===== config.mk =====
export PLATFORM = sky130hd
export DESIGN_NAME = spi_flash_rd_ctrl
export DESIGN_NICKNAME = d
export VERILOG_FILES = /design/src/rtl/spi_flash_rd_ctrl.sv
export SDC_FILE = /design/constraint.sdc
export NUM_CORES = 1
export LEC_CHECK = 0
export ABC_AREA = 1
export ABC_CLOCK_PERIOD_IN_PS = 4780
export BUFFER_PORTS_ARGS = -buffer_cell sky130_fd_sc_hd__buf_2
export CAP_MARGIN = 20
export CORE_UTILIZATION = 35
export DETAILED_ROUTE_END_ITERATION = 6
export PLACE_DENSITY_LB_ADDON = 0.2
export SYNTH_ARGS = -nofsm -noshare
export SYNTH_HDL_FRONTEND = slang
export SYNTH_SLANG_ARGS = --single-unit

===== constraint.sdc =====
create_clock -name clk -period 4.78 [get_ports clk]
set_input_delay 0 -clock clk [delete_from_list [all_inputs] [get_ports clk]]
set_output_delay 0 -clock clk [all_outputs]
set_load 0.05 [all_outputs]

===== src/rtl/spi_flash_rd_ctrl.sv =====
// SPI-NOR burst read master: READ 0x03 + 24-bit address, data bytes returned on a valid/ready stream.
// Define FAST_READ_EN to issue FAST_READ 0x0B with 8 dummy clocks between address and data.
module spi_flash_rd_ctrl #(
    parameter int CLK_DIV = 2,
    parameter int LEN_W   = 8,
    parameter int CS_HIGH = 4
) (
    input  logic             clk,
    input  logic             rst_n,
    input  logic             req_valid,
    output logic             req_ready,
    input  logic [23:0]      req_addr,
    input  logic [LEN_W-1:0] req_len,
    output logic [7:0]       rd_data,
    output logic             rd_valid,
    input  logic             rd_ready,
    output logic             busy,
    output logic             spi_c,
    output logic             spi_s_n,
    output logic             spi_dq0,
    input  logic             spi_dq1
);

    // state | meaning
    // IDLE  | S# high, accepting a request
    // CMD   | shifting the 8-bit command out on DQ0
    // ADDR  | shifting the 24-bit address out on DQ0
    // DUMMY | FAST_READ only: 8 clocks, DQ0 low, DQ1 ignored
    // DATA  | sampling DQ1, one byte per 8 clocks
    // DESEL | S# recovery before returning to IDLE
    localparam logic [2:0] ST_IDLE  = 3'd0;
    localparam logic [2:0] ST_CMD   = 3'd1;
    localparam logic [2:0] ST_ADDR  = 3'd2;
    localparam logic [2:0] ST_DATA  = 3'd4;
    localparam logic [2:0] ST_DESEL = 3'd5;
`ifdef FAST_READ_EN
    localparam logic [2:0] ST_DUMMY = 3'd3;
    localparam logic [7:0] CMD_BYTE = 8'h0B;
`else
    localparam logic [7:0] CMD_BYTE = 8'h03;
`endif

    localparam int DIV_W = (CLK_DIV > 1) ? $clog2(CLK_DIV) : 1;
    localparam int CS_W  = (CS_HIGH > 1) ? $clog2(CS_HIGH) : 1;
    localparam logic [DIV_W-1:0] DIV_LOAD = DIV_W'(CLK_DIV - 1);
    localparam logic [CS_W-1:0]  CS_LOAD  = CS_W'(CS_HIGH - 1);

    logic [2:0]       state_q, state_d;
    logic [31:0]      out_q, out_d;
    logic [6:0]       in_q, in_d;
    logic [DIV_W-1:0] div_q, div_d;
    logic [4:0]       bit_q, bit_d;
    logic [LEN_W-1:0] len_q, len_d;
    logic [CS_W-1:0]  cs_q, cs_d;
    logic             c_q, c_d;
    logic             s_n_q, s_n_d;
    logic [7:0]       rd_data_q, rd_data_d;
    logic             rd_valid_q, rd_valid_d;
    logic             busy_q, busy_d;
    logic             req_ready_q, req_ready_d;
    logic             stall;

    // Hold C low before the first bit of a byte while the output register is still occupied.
    assign stall = (state_q == ST_DATA) && (bit_q == 5'd7) && !c_q && rd_valid_q && !rd_ready;

    always_comb begin
        state_d     = state_q;
        out_d       = out_q;
        in_d        = in_q;
        div_d       = div_q;
        bit_d       = bit_q;
        len_d       = len_q;
        cs_d        = cs_q;
        c_d         = c_q;
        s_n_d       = s_n_q;
        rd_data_d   = rd_data_q;
        rd_valid_d  = rd_valid_q & ~rd_ready;
        busy_d      = busy_q;
        req_ready_d = req_ready_q;

        case (state_q)
            ST_IDLE: begin
                if (req_valid && req_ready_q) begin
                    state_d     = ST_CMD;
                    out_d       = {CMD_BYTE, req_addr};
                    len_d       = req_len;
                    bit_d       = 5'd7;
                    div_d       = DIV_LOAD;
                    c_d         = 1'b0;
                    s_n_d       = 1'b0;
                    busy_d      = 1'b1;
                    req_ready_d = 1'b0;
                end
            end
            ST_DESEL: begin
                if (!s_n_q) begin
                    s_n_d = 1'b1;
                    cs_d  = CS_LOAD;
                end else if (cs_q == '0) begin
                    state_d     = ST_IDLE;
                    busy_d      = 1'b0;
                    req_ready_d = 1'b1;
                end else begin
                    cs_d = cs_q - CS_W'(1);
                end
            end
            default: begin
                if (!stall) begin
                    if (div_q != '0) begin
                        div_d = div_q - DIV_W'(1);
                    end else if (!c_q) begin
                        c_d   = 1'b1;
                        div_d = DIV_LOAD;
                    end else begin
                        // End of high phase: sample DQ1 and advance DQ0 on the same edge C falls.
                        c_d   = 1'b0;
                        div_d = DIV_LOAD;
                        out_d = {out_q[30:0], 1'b0};
                        bit_d = bit_q - 5'd1;
                        if (state_q == ST_DATA) begin
                            in_d = {in_q[5:0], spi_dq1};
                        end
                        if (bit_q == 5'd0) begin
                            if (state_q == ST_CMD) begin
                                state_d = ST_ADDR;
                                bit_d   = 5'd23;
                            end else if (state_q == ST_ADDR) begin
`ifdef FAST_READ_EN
                                state_d = ST_DUMMY;
`else
                                state_d = ST_DATA;
`endif
                                bit_d   = 5'd7;
`ifdef FAST_READ_EN
                            end else if (state_q == ST_DUMMY) begin
                                state_d = ST_DATA;
                                bit_d   = 5'd7;
`endif
                            end else begin
                                rd_data_d  = {in_q, spi_dq1};
                                rd_valid_d = 1'b1;
                                bit_d      = 5'd7;
                                if (len_q == '0) begin
                                    state_d = ST_DESEL;
                                end else begin
                                    len_d = len_q - LEN_W'(1);
                                end
                            end
                        end
                    end
                end
            end
        endcase
    end

    always_ff @(posedge clk or negedge rst_n) begin
        if (!rst_n) begin
            state_q     <= ST_IDLE;
            out_q       <= '0;
            in_q        <= '0;
            div_q       <= '0;
            bit_q       <= '0;
            len_q       <= '0;
            cs_q        <= '0;
            c_q         <= 1'b0;
            s_n_q       <= 1'b1;
            rd_data_q   <= '0;
            rd_valid_q  <= 1'b0;
            busy_q      <= 1'b0;
            req_ready_q <= 1'b1;
        end else begin
            state_q     <= state_d;
            out_q       <= out_d;
            in_q        <= in_d;
            div_q       <= div_d;
            bit_q       <= bit_d;
            len_q       <= len_d;
            cs_q        <= cs_d;
            c_q         <= c_d;
            s_n_q       <= s_n_d;
            rd_data_q   <= rd_data_d;
            rd_valid_q  <= rd_valid_d;
            busy_q      <= busy_d;
            req_ready_q <= req_ready_d;
        end
    end

    assign req_ready = req_ready_q;
    assign rd_data   = rd_data_q;
    assign rd_valid  = rd_valid_q;
    assign busy      = busy_q;
    assign spi_c     = c_q;
    assign spi_s_n   = s_n_q;
    assign spi_dq0   = out_q[31];

endmodule


==> reports/metrics.yaml, run 1 <==
timing:
  fmax_ghz: 0.378
  setup_viol: 0
  rsz0062_at_grt: "false"
  drv_slew: 0
  slew-limit-headroom_pct: 44.0
  fin_crit_sh_pct: 55.3
  hold_viol_final: 0
  clock_skew_ns: 0.0116
  tightest_slew_ns: 0.839
  period_needed_ns: 2.64
  fin_setup_tns_ns: 0
global_routing:
  antenna_found_initial: 0
  grt_max_degree: 69
  track_usage_pct: 15.8
  grt_pass1_vias: 3134
  grt_pass1_wl_mm: 13.9
  overflow: 0
worst_hold_path:
  hp-class: "in -> reg"
  worstHoldStart: "req_addr[23]"
  min_to: "out_q[23]"
  holdPathStages: 5
route:
  routed_wl_mm: 7.79
  first_iter_violations: 142
  post_drt_wl_per_cell_microns: 11.2
  ant_nets: 0
  drcViolationCount: 0
  vias: 3171
  avgViaCountPerCell: 4.56
  first_pass_iters: 4
yosys:
  synth_area_sq_mm: 0.00369
  synth_nets: 522
  synth_edf_count: 0
  ys_warn_count: 0
  synth_seq_cells: 71
  syn_inst: 479
  ys.flop_type: "dfrtp_1"
  async_flop_share_pct: 100
  syn-mean-instance-area_sq_um: 7.71
  synth_top_area_share_pct: 46.8
  synth_cell_types: 29
  yosys.area.top_type: "dfrtp_1"
  seq_area_frac_synth_pct: 48.2
  synth_area_leaders: "dfrtp_1 (47%), nand2_1 (17%), o21ai_0 (10%)"
setup_path:
  worstPathMaxFanout: 68
  start_kind: "register"
  crit_start: "state_q[0]"
  critical-path-top-delay-family: "simple AND/OR/NAND/NOR gates"
  r2r-start: "state_q[0]"
  rr_worst_depth: 6
  crit_path_max_incr_delay_ns: 0.68
  critical_path_arrival_ns: 2.84
  endpoint_kind: "register"
  cpMaxStageDelayCell: "inv_2"
  worstPathRequired_ns: 4.98
  worstPathCellList: "nor2_2 -> nand2_4 -> inv_2 -> nor2_4 -> nor2_8 -> o21ai_0"
  path_buf_inv: 1
  r2r_slack_ns: 2.14
  r2r-end: "out_q[13]"
  critical_path_class: "reg -> reg"
power_and_ir_drop:
  p_int_mw: 1.53
  p_seq_share_pct: 33.2
  vdd_drop_max_mv: 0.322
  p_leak_nw: 2.31
  comb_power_share_pct: 49.7
  p_per_area_mw_per_mm2: 647
  clkPwrFrac_pct: 17.1
  switching_power_mw: 1.39
  swShare_pct: 47.5
clock_network:
  htree_levels: 3
  insertion_delay_ns: 0.35
  cts_inserted_buffers: 9
  tritoncts: "built"
  clock-sinks: 71
  root_buffer: "clkbuf_8"
  path_clk_slew_ns: 0.08
  cts-resized-gates: 0
  cts_buffer_depth: 2
flow_run:
  max-cap-violations: 0
place:
  placed_cell_area_sq_mm: 0.00400
  gp_congestion: 0.811
  dpl.hpwl_mm: 5.09
  io_buffers: 50
layout:
  nets: 597
  fin_util_pct: 44.0
  diodes: 0
  final_layout_size_suffix_gt1_share_pct: 15.4
  layout.cells.most_common_list: "nand2_1 (165), o21ai_0 (74), dfrtp_1 (69), inv_1 (63), buf_2 (50)"
  area_growth_pct: 22.4
  stdcell_area_sq_mm: 0.00452
  layout_commonest_cell: "nand2_1"
outcome:
  status: "finished clean"
floorplanning:
  die_area_sq_mm: 0.0110
  die_h_microns: 105
  pin_count: 51
  die_w_microns: 105
  initial_core_util_pct: 35.9
  rows: 37
  coreArea_sq_mm: 0.0103
-- per-layer routing --
layer  vias to the layer above  wire, microns  share of wire, %  GRT usage [%]
li1                       1655              -                 -              -
met1                      1456           3850                49           20.2
met2                        50           3570                46           26.3
met3                        10            232               3.0           2.56
met4                         0            142               1.8           7.04
met5                         -              0                 0              0
-- final cells by class --
class / count / area, sq um
fill: 1077 / 5760
sequential: 71 / 1780
multi-input combinational: 325 / 1550
timing repair buffer: 82 / 568
inverter: 65 / 244
tap: 136 / 170
clock buffer: 10 / 138
clock inverter: 6 / 70.1
-- power by group through the flow --
stage,combinational (mW),clock [mW],sequential (mW)
floorplan,1.16,0,1.05
global placement,1.42,0,0.977
detailed placement,1.44,0,0.984
CTS,1.47,0.518,0.972
global route,1.70,0.540,1.00
finish,1.45,0.499,0.972
-- worst reg2reg max path, cell delays in order (launching register included) --
cell and delay [ns]:
dfrtp_1 0.46, nor2_2 0.19, nand2_4 0.20, inv_2 0.68, nor2_4 0.11, nor2_8 0.65, o21ai_0 0.20
-- synthesized netlist by cell type, types with 2 or more instances --
cell type  instances
buf_6              2
nand4_1            2
a21oi_1            4
ha_1               6
buf_4              4
dfrtp_1           69
inv_1             63
xor2_1             2
nor2_2             3
nand2_1          165
nand3_2            5
nand3_4            2
buf_2              8
o21ai_1            2
o21ai_0           74
dfstp_2            2
inv_2              2
nand3_1           35
clkbuf_1           3
nor2_4             2
nor2_1            16
-- worst max path at each step --
stage,endpoint,slack [ns],cells past startpoint
2_1_floorplan,out_q[24],3.09,10
3_3_place_gp,out_q[17],2.18,6
3_5_place_dp,out_q[8],2.12,6
4_1_cts,out_q[1],2.11,6
5_1_grt,out_q[1],1.80,6
6_report,out_q[13],2.14,6
-- repair_timing --
action,CTS,global route
setup buffers,0,0
hold buffers,31,0
setup endpoints to repair,0,0
endpoints found under the hold margin,53,0
-- state kept, by name, indices dropped and copies added, names as in the netlist, 2 cells and up --
name and cells:
in_q 7, state_q 3, cs_q 2, out_q 32
bit_q 5, rd_data 8, len_q 8
-- stage by stage --
step / cells / power [mW] / hold WS, ns / setup slack, ns
final: 695 / 2.92 / 0.0154 / 2.14
after global placement: 648 / 2.40 / 0.0279 / 2.18
after global routing: 695 / 3.25 / 0.0369 / 1.80
after detailed placement: 648 / 2.43 / 0.0380 / 2.12
after CTS: 695 / 2.96 / 0.00924 / 2.11
after floorplan: 479 / 2.21 / -0.296 / 3.09
-- kinds of logic (layout without fill, tap and decap cells) --
logic type                 count (synthesis)  count (layout)  synth area share (%)
and+or+nand+nor                          235             235                  28.3
buffers and inverters                     83             163                  9.83
AOI/OAI and AO/OA                         82              82                  11.2
DFF                                       71              71                  48.2
adders and majority gates                  6               6                  2.03
xor gates and xnor gates                   2               2                 0.475
(Power assumes the default switching activity.)
==> run 2: changes to the inputs <==
- ABC_CLOCK_PERIOD_IN_PS: 4780 -> 2200
- clock period: 4.78 -> 2.2 ns (I/O delays scaled with it)
==> reports/metrics.yaml, run 2 (same netlist as run 1, synthesis figures left out) <==
outcome:
  status: "finished clean"
floorplanning:
  initial_core_util_pct: 35.9  # unchanged
  coreArea_sq_mm: 0.0103  # unchanged
  die_w_microns: 105  # unchanged
  rows: 37  # unchanged
  die_h_microns: 105  # unchanged
  die_area_sq_mm: 0.0110  # unchanged
  pin_count: 51  # unchanged
clock_network:
  postCtsSetupBuffers: 0  # unchanged
  cts_inserted_buffers: 9  # unchanged
  cts_buffer_depth: 2  # unchanged
  clock-sinks: 71  # unchanged
  tritoncts: "built"
  htree_levels: 3  # unchanged
  insertion_delay_ns: 0.34  # about the same
  path_clk_slew_ns: 0.08  # about the same
  root_buffer: "clkbuf_8"
global_routing:
  overflow: 0  # unchanged
  antenna_found_initial: 0  # unchanged
  track_usage_pct: 16.0  # +0.19 points
  grt_max_degree: 51  # -26%
  grt_pass1_vias: 3116  # -0.57%
  grt_pass1_wl_mm: 14.1  # +1.5%
power_and_ir_drop:
  p_per_area_mw_per_mm2: 1450  # +120%
  p_leak_nw: 2.37  # +2.4%
  vdd_drop_max_mv: 0.641  # +99%
layout:
  layout.cells.most_common_list: "nand2_1 (165), o21ai_0 (74), dfrtp_1 (69), inv_1 (63), buf_2 (50)"
  area_growth_pct: 24.8
  nets: 601  # +0.67%
  instances_no_fill: 699  # +0.58%
  largest_reg_flops: 32  # unchanged
  final_layout_size_suffix_gt1_share_pct: 16.2  # +0.78 points
  top_register: "out_q"
  diodes: 0  # unchanged
  fin_util_pct: 44.8  # +0.86 points
  layout_commonest_cell: "nand2_1"
setup_path:
  crit_path_max_incr_delay_ns: 0.46  # -0.22 ns
  r2r-start: "state_q[0]"
  endpoint_kind: "register"
  critPathMostFrequentCell: "nand2_1"
  start_kind: "register"
  cpMaxStageDelayCell: "dfrtp_1"
  critical_path_arrival_ns: 2.11  # -0.73 ns
  worstPathRequired_ns: 2.41  # -2.57 ns
  critical-path-top-delay-family: "simple AND/OR/NAND/NOR gates"
  worstPathMaxFanout: 25  # -63%
  path_buf_inv: 1  # unchanged
  worstPathCellList: "nor2_2 -> nand2_4 -> nand2_1 -> inv_1 -> nor2_2 -> nand2_1 -> nand2_1 -> o21ai_0"
  r2r-end: "bit_q[3]"
  rr_worst_depth: 8  # +2
  critical_path_class: "reg -> reg"
  r2r_slack_ns: 0.30  # -1.83 ns
route:
  routed_wl_mm: 7.90  # +1.4%
  vias: 3213  # +1.3%
  first_iter_violations: 121  # -15%
  ant_nets: 0  # unchanged
  first_pass_iters: 4  # unchanged
  drcViolationCount: 0  # unchanged
  post_drt_wl_per_cell_microns: 11.3  # +0.82%
  avgViaCountPerCell: 4.60  # +0.74%
timing:
  fin_crit_sh_pct: 86.1  # +31 points
  rsz0062_at_grt: "false"
  layout_setup_ws_ns: 0.305  # -1.83 ns
  fin_setup_tns_ns: 0  # unchanged
  fmax_ghz: 0.528  # +39%
  clock_skew_ns: 0.00682  # -0.00483 ns
  drv_slew: 0  # unchanged
  holdWs_ns: 0.0136  # -0.00178 ns
  hold_viol_final: 0  # unchanged
  slew-limit-headroom_pct: 62.8  # +19 points
  tightest_slew_ns: 0.558  # -0.281 ns
  setup_viol: 0  # unchanged
  period_needed_ns: 1.90  # -0.747 ns
place:
  dp_slack_ns: 0.311  # -1.81 ns
  io_buffers: 50  # unchanged
  placed_cells: 653  # +0.77%
  dpl.hpwl_mm: 5.13  # +0.70%
  gp_congestion: 0.797  # -1.7%
worst_hold_path:
  holdPathStages: 5  # unchanged
  min_to: "len_q[7]"
  hp-class: "in -> reg"
  worstHoldStart: "req_len[7]"
flow_run:
  max-cap-violations: 0  # unchanged
[run 2: changes by cell type in the layout (fill, tap and decap cells not counted), sizes merged]
cell / change
buf: +5
bufinv: +2
clkbuf: -1
clkinvlp: -2
dlygate4sd3: -1
inv: +1
[run 2: what timing repair did]
action / 4_1_cts / 5_1_grt
endpoints found under the setup margin: 0 / 0
endpoints found under the hold margin: 49 / 0
hold buffers: 30 / 0
resized for setup: 0 / 0
[run 2: layout make-up]
cell class | instances | area (sq um)
Sequential cell | 71 | 1780
Clock inverter | 7 | 120
Tap cell | 136 | 170
Clock buffer | 9 | 124
Multi-Input combinational cell | 325 | 1550
Fill cell | 1062 | 5670
Timing Repair Buffer | 86 | 621
Inverter | 65 | 244
[run 2: worst max path at each step]
stage,startpoint,end,depth (start not counted),slack (ns)
after floorplan,req_ready,out_q[25],10,0.51
after global placement,state_q[0],out_q[31],8,0.35
after detailed placement,state_q[0],bit_q[3],8,0.31
after CTS,state_q[0],bit_q[3],8,0.29
after global routing,state_q[2],out_q[6],8,0.12
final,state_q[0],bit_q[3],8,0.30
[run 2: worst reg2reg max path, cell delays in order, from the launching register on]
cell and delay (ns):
dfrtp_1 0.46, nor2_2 0.18, nand2_4 0.21, nand2_1 0.19, inv_1 0.07, nor2_2 0.12, nand2_1 0.31, nand2_1 0.13
o21ai_0 0.08
[run 2: report_power, final]
group          switching (mW)  internal [mW]  total (mW)
Clock                   0.524          0.757        1.28
Sequential              0.291           1.82        2.11
Combinational            2.22           1.08        3.30
Total                    3.04           3.65        6.69
[run 2: routing by layer]
layer | vias to the layer above | GRT usage (%) | share of wire, %
li1 | 1662 | - | -
met1 | 1485 | 20.7 | 50
met2 | 55 | 26.3 | 46
met3 | 11 | 2.74 | 3.0
met4 | 0 | 6.94 | 1.6
met5 | - | 0 | 0
[run 2: per-stage QoR]
stage / instance area (sq um) / power, mW
2_1_floorplan: 3690 / 4.79
3_3_place_gp: 4060 / 5.36
3_5_place_dp: 4060 / 5.42
4_1_cts: 4610 / 6.79
5_1_grt: 4610 / 7.38
6_report: 4610 / 6.69
==> run 3: changes to the inputs <==
- CELL_PAD_IN_SITES_DETAIL_PLACEMENT: unset -> 1
- CELL_PAD_IN_SITES_GLOBAL_PLACEMENT: unset -> 1
==> reports/metrics.yaml, run 3 (same netlist as run 1, synthesis figures left out) <==
power_and_ir_drop:
  clkPwrFrac_pct: 17.8  # -1.3 points
  p_per_area_mw_per_mm2: 1480  # +2.1%
  power_mw: 6.76  # +1.1%
  switching_power_mw: 3.18  # +4.7%
  vdd_drop_max_mv: 0.492  # -23%
  comb_power_share_pct: 50.8  # +1.5 points
  swShare_pct: 47.0  # +1.6 points
  p_seq_share_pct: 31.4  # about the same
  p_leak_nw: 2.34  # -0.98%
  p_int_mw: 3.58  # -1.8%
global_routing:
  grt_max_degree: 53  # +3.9%
  antenna_found_initial: 0  # unchanged
  overflow: 0  # unchanged
  track_usage_pct: 18.1  # +2.1 points
  grt_pass1_vias: 3324  # +6.7%
  grt_pass1_wl_mm: 16.0  # +13%
setup_path:
  start_kind: "register"
  worstPathRequired_ns: 2.41  # about the same
  crit_start: "state_q[0]"
  r2r-start: "state_q[0]"
  endpoint_kind: "register"
  worstPathCellList: "nor2_2 -> nand2_4 -> nand2_1 -> inv_1 -> nor2_2 -> nand2_1 -> nand2_1 -> o21ai_0"
  cpMaxStageDelayCell: "dfrtp_1"
  crit_path_max_incr_delay_ns: 0.47  # about the same
  worstPathMaxFanout: 15  # -40%
  critPathMostFrequentCell: "nand2_1"
  critical_path_arrival_ns: 2.12  # about the same
  critical_path_class: "reg -> reg"
layout:
  instances_no_fill: 695  # -0.57%
  multi_input_area_sq_mm: 0.00155  # unchanged
  layout_commonest_cell: "nand2_1"
  final_layout_size_suffix_gt1_share_pct: 16.6  # +0.47 points
  area_growth_pct: 23.6
  nFillCells: 1305  # +23%
  top_register: "out_q"
  diodes: 0  # unchanged
  largest_reg_flops: 32  # unchanged
  nets: 597  # -0.67%
  seq_area_sq_mm: 0.00178  # unchanged
  layout.cells.most_common_list: "nand2_1 (165), o21ai_0 (74), dfrtp_1 (69), inv_1 (63), buf_2 (50)"
timing:
  hold_viol_final: 0  # unchanged
  rsz0062_at_grt: "false"
  fin_setup_tns_ns: 0  # unchanged
  fin_crit_sh_pct: 86.9  # +0.75 points
  tightest_slew_ns: 0.648  # +0.0900 ns
  clock_skew_ns: 0.0105  # +0.00368 ns
  setup_viol: 0  # unchanged
  period_needed_ns: 1.91  # +0.0165 ns
  drv_slew: 0  # unchanged
  fmax_ghz: 0.523  # -0.86%
  slew-limit-headroom_pct: 56.8  # -6.0 points
place:
  placed_cells: 655  # +0.31%
  gp_congestion: 0.787  # -1.3%
  io_buffers: 50  # unchanged
  dpl.hpwl_mm: 6.36  # +24%
clock_network:
  cts_buffer_depth: 2  # unchanged
  path_clk_slew_ns: 0.08  # about the same
  clock-sinks: 71  # unchanged
  htree_levels: 3  # unchanged
  cts_inserted_buffers: 9  # unchanged
  insertion_delay_ns: 0.34  # about the same
  postCtsHoldBufs: 24  # -20%
  root_buffer: "clkbuf_8"
  cts-resized-gates: 0  # unchanged
  postCtsSetupBuffers: 0  # unchanged
  tritoncts: "built"
route:
  ant_nets: 0  # unchanged
  routed_wl_mm: 9.05  # +15%
  first_pass_iters: 4  # unchanged
  avgViaCountPerCell: 4.65  # +1.1%
  vias: 3231  # +0.56%
  drcViolationCount: 0  # unchanged
  first_iter_violations: 140  # +16%
  post_drt_wl_per_cell_microns: 13.0  # +15%
floorplanning:
  initial_core_util_pct: 35.9  # unchanged
  die_w_microns: 105  # unchanged
  die_area_sq_mm: 0.0110  # unchanged
  die_h_microns: 105  # unchanged
  coreArea_sq_mm: 0.0103  # unchanged
  pin_count: 51  # unchanged
  rows: 37  # unchanged
outcome:
  status: "finished clean"
worst_hold_path:
  worstHoldStart: "req_len[5]"
  hp-class: "in -> reg"
flow_run:
  max-cap-violations: 0  # unchanged
run 3: changes by cell type in the layout (fill, tap and decap cells not counted):
| cell | before | now |
|---|---|---|
| dlygate4sd3_1 | 30 | 24 |
| buf_12 | 2 | 3 |
| buf_4 | 4 | 5 |
| bufinv_16 | 3 | 2 |
| clkbuf_8 | 9 | 10 |
| clkinv_2 | 1 | 0 |
| clkinvlp_4 | 1 | 2 |
run 3: metal layers:
metal,global-route usage [%],routed length [microns],vias up
li1,-,-,1651
met1,24.3,4570,1521
met2,30.2,4160,48
met3,2.50,218,11
met4,5.43,102,0
met5,0,0,-
run 3: final timing paths:
check / to / slack, ns / cells past startpoint
worst max-delay path: bit_q[3] / 0.29 / 8
worst min-delay path: len_q[5] / 0.02 / 5
worst max register to register: bit_q[3] / 0.29 / 8
worst min register to register: out_q[23] / 0.48 / 2
max in group asynchronous: out_q[8] / 1.19 / 4
min in group asynchronous: busy / 0.22 / 2
run 3: final cells by class:
type,instances,share of cell area [%]
Clock buffer,10,3.02
Clock inverter,6,2.03
Inverter,65,5.35
Multi-Input combinational cell,325,34.0
Sequential cell,71,39.0
Tap cell,136,3.73
Timing Repair Buffer,82,12.9
run 3: worst max-delay path: cells and delay by family (launching register included):
kind	cells	cell delay [ns]
buffers and inverters	1	0.07
DFF	1	0.47
and+or+nand+nor	6	1.16
AOI/OAI and AO/OA	1	0.09
run 3: power by group through the flow:
| stage | Sequential (mW) | Combinational, mW | Clock (mW) |
|---|---|---|---|
| 2_1_floorplan | 2.28 | 2.51 | 0 |
| 3_3_place_gp | 2.14 | 3.33 | 0 |
| 3_5_place_dp | 2.15 | 3.46 | 0 |
| 4_1_cts | 2.13 | 3.49 | 1.23 |
| 5_1_grt | 2.20 | 3.94 | 1.30 |
| 6_report | 2.13 | 3.44 | 1.20 |
run 3: through the flow:
step | hold WS, ns | utilization, % | setup slack [ns] | instance area [sq um]
global placement | 0.0633 | 39.8 | 0.375 | 4090
finish | 0.0186 | 44.4 | 0.288 | 4560
detailed placement | 0.0621 | 39.8 | 0.253 | 4090
global route | 0.0377 | 44.4 | 0.0861 | 4560
floorplan | -0.296 | - | 0.512 | 3690
CTS | 0.0124 | 44.4 | 0.227 | 4560
